`src/rtl/operand_seq_pkg.sv`:
```
// Shared types and beat-index constants for the operand sequencer.
// A frame is five beats: sel first, then operands a..d in order.
package operand_seq_pkg;

    typedef enum logic {
        COLLECT = 1'b0,
        EXEC    = 1'b1
    } state_t;

    localparam int FRAME_BEATS = 5;

    typedef logic [2:0] beat_t;

    localparam beat_t BEAT_SEL = 3'd0;
    localparam beat_t BEAT_A   = 3'd1;
    localparam beat_t BEAT_B   = 3'd2;
    localparam beat_t BEAT_C   = 3'd3;
    localparam beat_t BEAT_D   = 3'd4;

endpackage

```
`src/rtl/operand_seq_out_reg.sv`:
```
// Result capture register with a valid/ready output handshake.
// A load always wins; the sequencer only loads while the register is empty.
module operand_seq_out_reg #(
    parameter int DATA_W = 4
) (
    input  logic                clk,
    input  logic                rst,
    input  logic                i_load,
    input  logic [DATA_W:0]     i_res1,
    input  logic [2*DATA_W-1:0] i_res2,
    input  logic [DATA_W-1:0]   i_res3,
    input  logic [1:0]          i_flags,
    input  logic                i_ready,
    output logic                o_valid,
    output logic [DATA_W:0]     o_res1,
    output logic [2*DATA_W-1:0] o_res2,
    output logic [DATA_W-1:0]   o_res3,
    output logic [1:0]          o_flags
);

    logic                r_valid;
    logic [DATA_W:0]     r_res1;
    logic [2*DATA_W-1:0] r_res2;
    logic [DATA_W-1:0]   r_res3;
    logic [1:0]          r_flags;

    always_ff @(posedge clk) begin
        if (rst) begin
            r_valid <= 1'b0;
            r_res1  <= '0;
            r_res2  <= '0;
            r_res3  <= '0;
            r_flags <= '0;
        end else if (i_load) begin
            r_valid <= 1'b1;
            r_res1  <= i_res1;
            r_res2  <= i_res2;
            r_res3  <= i_res3;
            r_flags <= i_flags;
        end else if (r_valid && i_ready) begin
            r_valid <= 1'b0;
        end
    end

    assign o_valid = r_valid;
    assign o_res1  = r_res1;
    assign o_res2  = r_res2;
    assign o_res3  = r_res3;
    assign o_flags = r_flags;

endmodule

```
`src/rtl/operand_sequencer.sv`:
```
// Serial nibble-stream front-end for the 4-operand combinational block:
// assembles a 5-beat frame, presents it for one EXEC cycle, captures results.
module operand_sequencer
    import operand_seq_pkg::*;
#(
    parameter int DATA_W = 4,
    parameter int CNT_W  = 8
) (
    input  logic                clk,
    input  logic                rst,
    input  logic                in_valid,
    output logic                in_ready,
    input  logic [DATA_W-1:0]   in_data,
    input  logic                in_last,
    output logic [1:0]          op_sel,
    output logic [DATA_W-1:0]   op_a,
    output logic [DATA_W-1:0]   op_b,
    output logic [DATA_W-1:0]   op_c,
    output logic [DATA_W-1:0]   op_d,
    output logic                op_valid,
    input  logic [DATA_W:0]     res1_in,
    input  logic [2*DATA_W-1:0] res2_in,
    input  logic [DATA_W-1:0]   res3_in,
    input  logic [1:0]          flags_in,
    output logic                out_valid,
    input  logic                out_ready,
    output logic [DATA_W:0]     out_res1,
    output logic [2*DATA_W-1:0] out_res2,
    output logic [DATA_W-1:0]   out_res3,
    output logic [1:0]          out_flags,
    output logic                err_frame,
    output logic [CNT_W-1:0]    frame_count,
    output logic [CNT_W-1:0]    err_count
);

    state_t            r_state, w_state_nxt;
    beat_t             r_beat, w_beat_nxt;
    logic [1:0]        r_sel;
    logic [DATA_W-1:0] r_a, r_b, r_c, r_d;
    logic              r_err_frame;
    logic [CNT_W-1:0]  r_frame_count, r_err_count;
    logic              w_accept, w_last_ok, w_err, w_exec, w_out_valid;

    // Final beat is held off while unconsumed results still occupy the output.
    assign in_ready  = !rst && (r_state == COLLECT) &&
                       ((r_beat < BEAT_D) || !w_out_valid || out_ready);
    assign w_accept  = in_valid && in_ready;
    assign w_last_ok = (in_last == (r_beat == BEAT_D));
    assign w_exec    = (r_state == EXEC);
    assign op_valid  = !rst && w_exec;

    always_comb begin
        w_state_nxt = r_state;
        w_beat_nxt  = r_beat;
        w_err       = 1'b0;
        case (r_state)
            COLLECT: begin
                if (w_accept) begin
                    if (!w_last_ok) begin
                        w_beat_nxt = BEAT_SEL;
                        w_err      = 1'b1;
                    end else if (r_beat == BEAT_D) begin
                        w_beat_nxt  = BEAT_SEL;
                        w_state_nxt = EXEC;
                    end else begin
                        w_beat_nxt = r_beat + 3'd1;
                    end
                end
            end
            EXEC:    w_state_nxt = COLLECT;
            default: w_state_nxt = COLLECT;
        endcase
    end

    always_ff @(posedge clk) begin
        if (rst) begin
            r_state <= COLLECT;
            r_beat  <= BEAT_SEL;
        end else begin
            r_state <= w_state_nxt;
            r_beat  <= w_beat_nxt;
        end
    end

    // Operand registers take each beat as it arrives, even if the frame is later dropped.
    always_ff @(posedge clk) begin
        if (rst) begin
            r_sel <= '0;
            r_a   <= '0;
            r_b   <= '0;
            r_c   <= '0;
            r_d   <= '0;
        end else if (w_accept) begin
            case (r_beat)
                BEAT_SEL: r_sel <= in_data[1:0];
                BEAT_A:   r_a   <= in_data;
                BEAT_B:   r_b   <= in_data;
                BEAT_C:   r_c   <= in_data;
                BEAT_D:   r_d   <= in_data;
                default:  ;
            endcase
        end
    end

    always_ff @(posedge clk) begin
        if (rst) begin
            r_err_frame   <= 1'b0;
            r_err_count   <= '0;
            r_frame_count <= '0;
        end else begin
            r_err_frame <= w_err;
            if (w_err && (r_err_count != {CNT_W{1'b1}}))
                r_err_count <= r_err_count + CNT_W'(1);
            if (w_exec)
                r_frame_count <= r_frame_count + CNT_W'(1);
        end
    end

    operand_seq_out_reg #(.DATA_W(DATA_W)) u_out_reg (
        .clk     (clk),
        .rst     (rst),
        .i_load  (w_exec),
        .i_res1  (res1_in),
        .i_res2  (res2_in),
        .i_res3  (res3_in),
        .i_flags (flags_in),
        .i_ready (out_ready),
        .o_valid (w_out_valid),
        .o_res1  (out_res1),
        .o_res2  (out_res2),
        .o_res3  (out_res3),
        .o_flags (out_flags)
    );

    assign out_valid   = w_out_valid;
    assign op_sel      = r_sel;
    assign op_a        = r_a;
    assign op_b        = r_b;
    assign op_c        = r_c;
    assign op_d        = r_d;
    assign err_frame   = r_err_frame;
    assign frame_count = r_frame_count;
    assign err_count   = r_err_count;

endmodule

```
`config.mk`:
```
export PLATFORM = sky130hd
export DESIGN_NAME = operand_sequencer
export DESIGN_NICKNAME = d
export VERILOG_FILES = /design/src/rtl/operand_seq_pkg.sv /design/src/rtl/operand_seq_out_reg.sv /design/src/rtl/operand_sequencer.sv
export SDC_FILE = /design/constraint.sdc
export NUM_CORES = 1
export LEC_CHECK = 0
export ABC_AREA = 1
export CAP_MARGIN = 20
export CORE_ASPECT_RATIO = 0.8
export CORE_MARGIN = 2
export CORE_UTILIZATION = 40
export CTS_BUF_LIST = sky130_fd_sc_hd__clkbuf_8 sky130_fd_sc_hd__clkbuf_16
export CTS_CLUSTER_SIZE = 16
export DETAILED_ROUTE_END_ITERATION = 10
export GPL_TIMING_DRIVEN = 0
export PLACE_DENSITY = 0.73
export REMOVE_ABC_BUFFERS = 1
export SLEW_MARGIN = 20
export SYNTH_ARGS = -nofsm -noshare
export SYNTH_HDL_FRONTEND = slang
export SYNTH_SLANG_ARGS = --single-unit
```
`constraint.sdc`:
```
create_clock -name clk -period 1.9 [get_ports clk]
set_input_delay 0.38 -clock clk [delete_from_list [all_inputs] [get_ports clk]]
set_output_delay 0.38 -clock clk [all_outputs]
set_load 0.05 [all_outputs]
```
==> results of run 1 <==
-- cell families (layout without fill, tap and decap cells) --
kind of cell	Yosys count	after routing	synth area share
compound gates	69	69	0.178
xor+xnor	3	3	0.0111
fa+ha+maj	8	8	0.0423
buf+inv	39	137	0.0677
flops	59	59	0.499
simple gates	99	101	0.201
-- cell type report --
class	count	area [um^2]	area share
Inverter	30	116	0.0324
Timing Repair inverter	1	5.00	0.00139
Multi-Input combinational cell	181	1070	0.299
Sequential cell	59	1180	0.330
Timing Repair Buffer	90	910	0.253
Clock inverter	6	65.1	0.0181
Tap cell	81	101	0.0282
Clock buffer	10	138	0.0383
-- flip-flops by register name (all words and copies together), names as in the netlist --
signal / flops
r_beat: 3
op_sel: 2
err_count: 8
u_out_reg.o_res2: 8
u_out_reg.o_flags: 2
err_frame: 1
r_state: 1
frame_count: 8
u_out_reg.o_valid: 1
u_out_reg.o_res1: 5
op_c: 4
u_out_reg.o_res3: 4
op_a: 4
op_d: 4
op_b: 4
-- repair_timing --
item	4_1_cts	5_1_grt
setup buffers	1	5
cloned	3	0
endpoints found under the hold margin	0	0
pin swaps	2	2
gates resized for setup	32	28
endpoints found under the setup margin	49	35
-- final timing paths --
kind	end	slack (ns)	depth (start not counted)
setup / recovery	out_res3[1]	0.03	1
hold reg to reg	op_d[0]	0.45	2
setup reg to reg	err_count[6]	0.15	10
hold / removal	op_d[0]	0.45	2
-- cell usage in the layout, fill, tap and decap left out, types with 2 or more instances in the layout --
cell type,synthesis,final
a22o_1,20,20
inv_2,2,2
nor3_1,6,6
inv_1,28,27
a21oi_1,22,22
nand3_1,5,4
nand4_1,5,5
clkbuf_8,0,10
xnor2_1,2,2
clkinvlp_4,0,5
ha_1,8,6
nor2_8,2,2
clkdlybuf4s50_1,0,46
nand2_2,1,2
nor2_2,2,4
o21ai_0,25,25
dlygate4sd2_1,0,16
dlymetal6s2s_1,0,19
dfxtp_1,59,56
nor2_1,39,38
dfxtp_2,0,3
nor2_4,3,4
buf_4,0,7
nand2_1,32,31
-- stage by stage --
| step | std cells | hold slack (ns) | utilization | TNS (ns) |
|---|---|---|---|---|
| 2_1_floorplan | 268 | 0.449 | - | -4.10 |
| 3_3_place_gp | 433 | 0.433 | 0.560 | -39.23 |
| 3_5_place_dp | 433 | 0.440 | 0.561 | -31.54 |
| 4_1_cts | 453 | 0.450 | 0.598 | -0.117 |
| 5_1_grt | 458 | 0.465 | 0.618 | 0 |
| 6_report | 458 | 0.446 | 0.618 | 0 |
-- where the power goes --
group | switching, mW | internal, mW
registers | 0.0144 | 1.26
logic | 0.167 | 0.112
clock network | 0.491 | 0.637
total | 0.673 | 2.01
-- per-layer routing --
metal	global-route usage	vias up	wire [um]
li1	-	1116	-
met1	0.219	1004	2660
met2	0.290	62	2600
met3	0.0733	10	336
met4	0.0650	0	96
met5	0	-	0
==> results.ini, run 1 <==
[route]
vias = 2192
drc_errors = 0
vias_per_cell = 4.79
wl_per_cell_um = 12.4
drt_iter0_markers = 78
routed_wl_mm = 5.68
drt-pass1-iter-count = 4
final_antenna_net_count = 0

[final_layout]
finalNetCount = 408
fill_cells = 510
areaGrowthSynthToFinish_pct = 52.0
drive_above_1_share = 0.127
num_antenna_cells = 0
stdcell_area_um2 = 3590

[worst_hold_path]
hp-class = flip-flop to flip-flop
hp-start = op_d[0]

[synth]
synth.largest_area_cell = dfxtp_1
synthTopCellsByCount = dfxtp_1, nor2_1, nand2_1, inv_1, o21ai_0
syn_inst = 277
yosysUniqueCellTypes = 27
yosysWarnings = 0
synth-edff-count = 0
synth_ff_type = dfxtp_1
synth_area_per_cell_um2 = 8.54
yosysSeqAreaShare = 0.499
synth.most_common_cell = dfxtp_1
synth_area_leaders = dfxtp_1, a22o_1, nor2_1
yosysTopAreaCellShare = 0.499
syn-cell-area_um2 = 2360
synth.ff_latch_count = 59
synthArstFlopShare = 0

[clocking]
cts_buffers = 9
clkSinkCount = 59
cts.hold.buffers_added = 0
cts_tree = done
root_buffer = clkbuf_8
clk_pin_slew_ns = 0.07
h-tree-depth = 3
insertion_delay_ns = 0.34
ctsLongestPathBuffers = 2

[critical_path]
timing.critical_path.buf_inv = 1
critPathLaunchType = flip-flop
cp-end-kind = primary output
cp_max_fo = 2
worstPathCellList = clkdlybuf4s50_1
critPathKind = flip-flop to primary output
worstReg2RegStart = r_beat[0]
cp_top_family = buffers and inverters
critPathArrivalTime_ns = 1.49
crit_start = u_out_reg.o_res3[1]
cpMaxStageDelayCell = clkdlybuf4s50_1
crit_required_ns = 1.52
slowest_delay_ns = 0.81

[global_route]
grt_max_degree = 16
grt_pass1_vias = 2069
grt_pass1_wl_mm = 9.36
track_usage = 0.179
grt-ovfl-total = 0
antenna_found_initial = 0

[floorplanning]
coreArea_um2 = 5820
start_util = 0.406
io_pins = 85
die_x_um = 90.0
design.die.area_um2 = 6550
num_rows = 25
die_y_um = 72.8

[pwr]
leakage_nw = 1.79
p_per_area_nw_per_um2 = 746
ir_drop_mv = 0.411
power_mw = 2.68

[timing]
fin_crit_ns = 1.87
finalHoldViolations = 0
fin_crit_sh = 0.985
setup_slack_ns = 0.0293
report.final.setup_viol = 0
rsz0062_at_grt = no
slew_headroom = 0.644
fmax_mhz = 535
slew_violations = 0
worst_slew_pin_slew_ns = 0.532
fin_skew_ns = 0.00705

[placed_design]
hpwlAfterDp_mm = 3.83
place.gp.congestion = 0.841
numPortBuffers = 84
detailedPlace.worstSlack_ns = -1.35
dpl_cell_area_um2 = 3260

[run]
maxCapViolations = 0

[status]
status = completed

Note: power is estimated with default switching activity, not from simulation.
==> run 2: changes to the inputs <==
--- a/config.mk
+++ b/config.mk
@@ -16,7 +16,6 @@
 export GPL_TIMING_DRIVEN = 0
 export PLACE_DENSITY = 0.73
 export REMOVE_ABC_BUFFERS = 1
-export SLEW_MARGIN = 20
 export SYNTH_ARGS = -nofsm -noshare
 export SYNTH_HDL_FRONTEND = slang
 export SYNTH_SLANG_ARGS = --single-unit
==> results.ini, run 2 (synthesized netlist as in run 1, its figures left out) <==
[status]
status = completed

[run]
maxCapViolations = 0

[floorplanning]
num_rows = 25
die_x_um = 90.0
coreArea_um2 = 5820
io_pins = 85
die_y_um = 72.8
design.die.area_um2 = 6550
start_util = 0.406

[final_layout]
areaGrowthSynthToFinish_pct = 50.5
stdcell_area_um2 = 3560
utilization = 0.612
finalNetCount = 409
fin_cells = 458
num_antenna_cells = 0
final_cell_mix = dfxtp_1, clkdlybuf4s50_1, nor2_1
drive_above_1_share = 0.125
final_common_cell = dfxtp_1

[global_route]
track_usage = 0.182
grt_pass1_vias = 2089
grt_max_degree = 15
antenna_found_initial = 0
grt_pass1_wl_mm = 9.42
grt-ovfl-total = 0

[critical_path]
critPathLaunchType = flip-flop
worstPathCellList = clkdlybuf4s50_1
cp-end-kind = primary output
slowest_delay_ns = 0.82
critPathKind = flip-flop to primary output
crit_required_ns = 1.52
cpMaxStageDelayCell = clkdlybuf4s50_1
cp_max_fo = 2
timing.critical_path.buf_inv = 1
critPathArrivalTime_ns = 1.49
cp_top_family = buffers and inverters

[route]
final_antenna_net_count = 0
vias = 2172
drt_iter0_markers = 53
drt-pass1-iter-count = 4
wl_per_cell_um = 12.5
routed_wl_mm = 5.71
drc_errors = 0
vias_per_cell = 4.74

[clocking]
ctsLongestPathBuffers = 2
cts.hold.buffers_added = 0
clkSinkCount = 59
cts_buffers = 9
clk_pin_slew_ns = 0.06
cts_tree = done
root_buffer = clkbuf_8
h-tree-depth = 3
insertion_delay_ns = 0.33

[pwr]
ir_drop_mv = 0.457
leakage_nw = 1.69
power_mw = 2.55
p_per_area_nw_per_um2 = 718

[timing]
fin_crit_sh = 0.982
worst_slew_pin_slew_ns = 0.554
finalHoldViolations = 0
setup_tns_ns = 0
slew_headroom = 0.629
fmax_mhz = 536
holdWs_ns = 0.441
fin_skew_ns = 0.00611
slew_violations = 0
report.final.setup_viol = 0
fin_crit_ns = 1.87
setup_slack_ns = 0.0338

[placed_design]
placed_cells = 434
detailedPlace.worstSlack_ns = -1.32
dpl_cell_area_um2 = 3270
hpwlAfterDp_mm = 3.87
place.gp.congestion = 0.841
numPortBuffers = 84

[worst_hold_path]
hp-class = flip-flop to flip-flop

## run 2: metal layers
| metal | GRT usage | wire length (um) | up-vias |
|---|---|---|---|
| li1 | - | - | 1113 |
| met1 | 0.220 | 2620 | 986 |
| met2 | 0.288 | 2620 | 59 |
| met3 | 0.0610 | 315 | 14 |
| met4 | 0.104 | 152 | 0 |
| met5 | 0 | 0 | - |
## run 2: final cells by class
type                    count  area (um^2)
inverters                  30          116
fillers                   544         2260
well taps                  81          101
multi-input cells         180         1060
clock buffers              12          165
clock inverters             3         13.8
repair inverters            1         5.00
repair buffers             92          911
flip-flops and latches     59         1190
## run 2: power breakdown
group          internal [mW]  switching [mW]
sequential              1.26          0.0146
clock                  0.563           0.444
combinational          0.111           0.166
## run 2: final timing paths
path              slack (ns)            to  cells past startpoint      start
setup / recovery        0.03       op_c[1]                      1    op_c[1]
hold / removal          0.44       op_d[0]                      2    op_d[0]
setup reg to reg        0.12  err_count[4]                      9  r_beat[0]
hold reg to reg         0.44       op_d[0]                      2    op_d[0]
## run 2: repair_timing
item                       4_1_cts  5_1_grt
setup endpoints to repair       49       23
gates cloned                     2        0
pin swaps                        1        2
buffers inserted                 1        6
gates resized for setup         36       21
==> run 3: changes to the inputs <==
--- a/config.mk
+++ b/config.mk
@@ -13,8 +13,8 @@
 export CTS_BUF_LIST = sky130_fd_sc_hd__clkbuf_8 sky130_fd_sc_hd__clkbuf_16
 export CTS_CLUSTER_SIZE = 16
 export DETAILED_ROUTE_END_ITERATION = 10
+export DONT_BUFFER_PORTS = 1
 export GPL_TIMING_DRIVEN = 0
-export PLACE_DENSITY = 0.73
 export REMOVE_ABC_BUFFERS = 1
 export SYNTH_ARGS = -nofsm -noshare
 export SYNTH_HDL_FRONTEND = slang
==> results.ini, run 3 (synthesized netlist as in run 1, its figures left out) <==
[critical_path]
cp_top_family = flip-flops
crit_cells = 3
critPathLaunchType = flip-flop
worstReg2RegStart = r_beat[0]
slowest_delay_ns = 0.53
critPathArrivalTime_ns = 1.42
cpMaxStageDelayCell = dfxtp_1
r2r_cells = 10
timing.rr.end = err_count[6]
critPathKind = flip-flop to primary output
timing.critical_path.buf_inv = 2
cp_max_fo = 8
cp-end-kind = primary output
worstPathCellList = inv_1 > nor2_4 > buf_8
r2r_slack_ns = 0.14
crit_required_ns = 1.52

[clocking]
insertion_delay_ns = 0.33
cts_buffers = 9
clk_pin_slew_ns = 0.07
h-tree-depth = 3
cts_tree = done
clkSinkCount = 59
cts.hold.buffers_added = 0
root_buffer = clkbuf_8
ctsLongestPathBuffers = 2

[route]
drt_iter0_markers = 80
dr_wl_met3_um = 369
dr_wl_met2_mm = 2.22
top_layer = met4
vias_per_cell = 4.83
final_antenna_net_count = 0
drt-pass1-iter-count = 4
wl_met1_mm = 2.39
routed_wl_mm = 5.04
vias = 1779
wl_per_cell_um = 13.7
drc_errors = 0

[global_route]
grt_max_degree = 30
grt_pass1_vias = 1632
grt-ovfl-total = 0
grt_pass1_wl_mm = 8.02
antenna_found_initial = 0
track_usage = 0.155

[run]
maxCapViolations = 0

[timing]
rsz0062_at_grt = no
fmax_mhz = 557
slew_headroom = 0.562
report.final.setup_viol = 0
fin_skew_ns = 0.00841
slew_violations = 0
fin_crit_sh = 0.945
worst_slew_pin_slew_ns = 0.656
fin_crit_ns = 1.80
finalHoldViolations = 0

[worst_hold_path]
hp-start = rst
holdPathStages = 1
hp-class = input port to flip-flop
hold_path_end = err_count[2]

[pwr]
ir_drop_mv = 0.485
power_mw = 2.59
p_per_area_nw_per_um2 = 960
leakage_nw = 1.06

[final_layout]
finalNetCount = 319
areaGrowthSynthToFinish_pct = 14.3
fin_cells = 368
drive_above_1_share = 0.146
num_antenna_cells = 0
final_common_cell = dfxtp_1
final_cell_mix = dfxtp_1, nor2_1, nand2_1

[placed_design]
placed_cells = 350
numPortBuffers = 0
place.gp.congestion = 0.740
hpwlAfterDp_mm = 3.45

[floorplanning]
die_x_um = 90.0
design.die.area_um2 = 6550
io_pins = 85
coreArea_um2 = 5820
die_y_um = 72.8
start_util = 0.406
num_rows = 25

[status]
status = completed

-- run 3: changes by cell type in the layout (fill, tap and decap cells not counted), moves of 2 or more --
cell,previous run,this run
buf_4,9,2
nand2_2,3,1
clkinvlp_4,1,3
dfxtp_1,56,53
dfxtp_2,1,5
dlymetal6s2s_1,12,0
dlygate4sd2_1,16,0
clkdlybuf4s50_1,53,0
inv_1,28,26
-- run 3: cell type report --
type | instances | area, um^2
clock buffers | 11 | 151
clock inverters | 4 | 50.0
fillers | 582 | 3110
inverters | 30 | 116
multi-input cells | 180 | 1060
flip-flops and latches | 59 | 1190
well taps | 81 | 101
repair buffers | 3 | 30.0
-- run 3: where the power goes --
group,internal (mW),total (mW),switching [mW]
sequential,1.26,1.33,0.0756
combinational,0.0353,0.113,0.0777
clock,0.667,1.15,0.481
total,1.96,2.59,0.635
-- run 3: per-layer routing --
layer | global-route usage | up-vias
li1 | - | 931
met1 | 0.195 | 794
met2 | 0.234 | 47
met3 | 0.0754 | 7
met4 | 0.0547 | 0
met5 | 0 | -
-- run 3: worst max path at each step --
stage,from,to
finish,r_state,op_valid
detailed placement,r_state,err_count[1]
global placement,r_state,op_valid
floorplan,r_state,op_valid
global route,frame_count[1],frame_count[6]
CTS,u_out_reg.o_valid,in_ready
-- run 3: repair_timing --
item | 4_1_cts | 5_1_grt
cloned | 0 | 1
gates resized for setup | 4 | 12
endpoints found under the setup margin | 9 | 15
pin swaps | 1 | 4
buffers inserted | 0 | 2
endpoints found under the hold margin | 0 | 0
-- run 3: through the flow --
stage               setup TNS, ns  setup WS [ns]   util  area [um^2]  hold WS (ns)
floorplan                   -4.10         -0.254      -         2320         0.449
finish                          0          0.104  0.465         2700         0.107
global route                    0        0.00111  0.465         2700        0.0852
detailed placement         -0.720         -0.106  0.419         2440         0.452
global placement           -12.97         -0.621  0.416         2420         0.451
CTS                       -0.0585        -0.0364  0.456         2660        0.0897
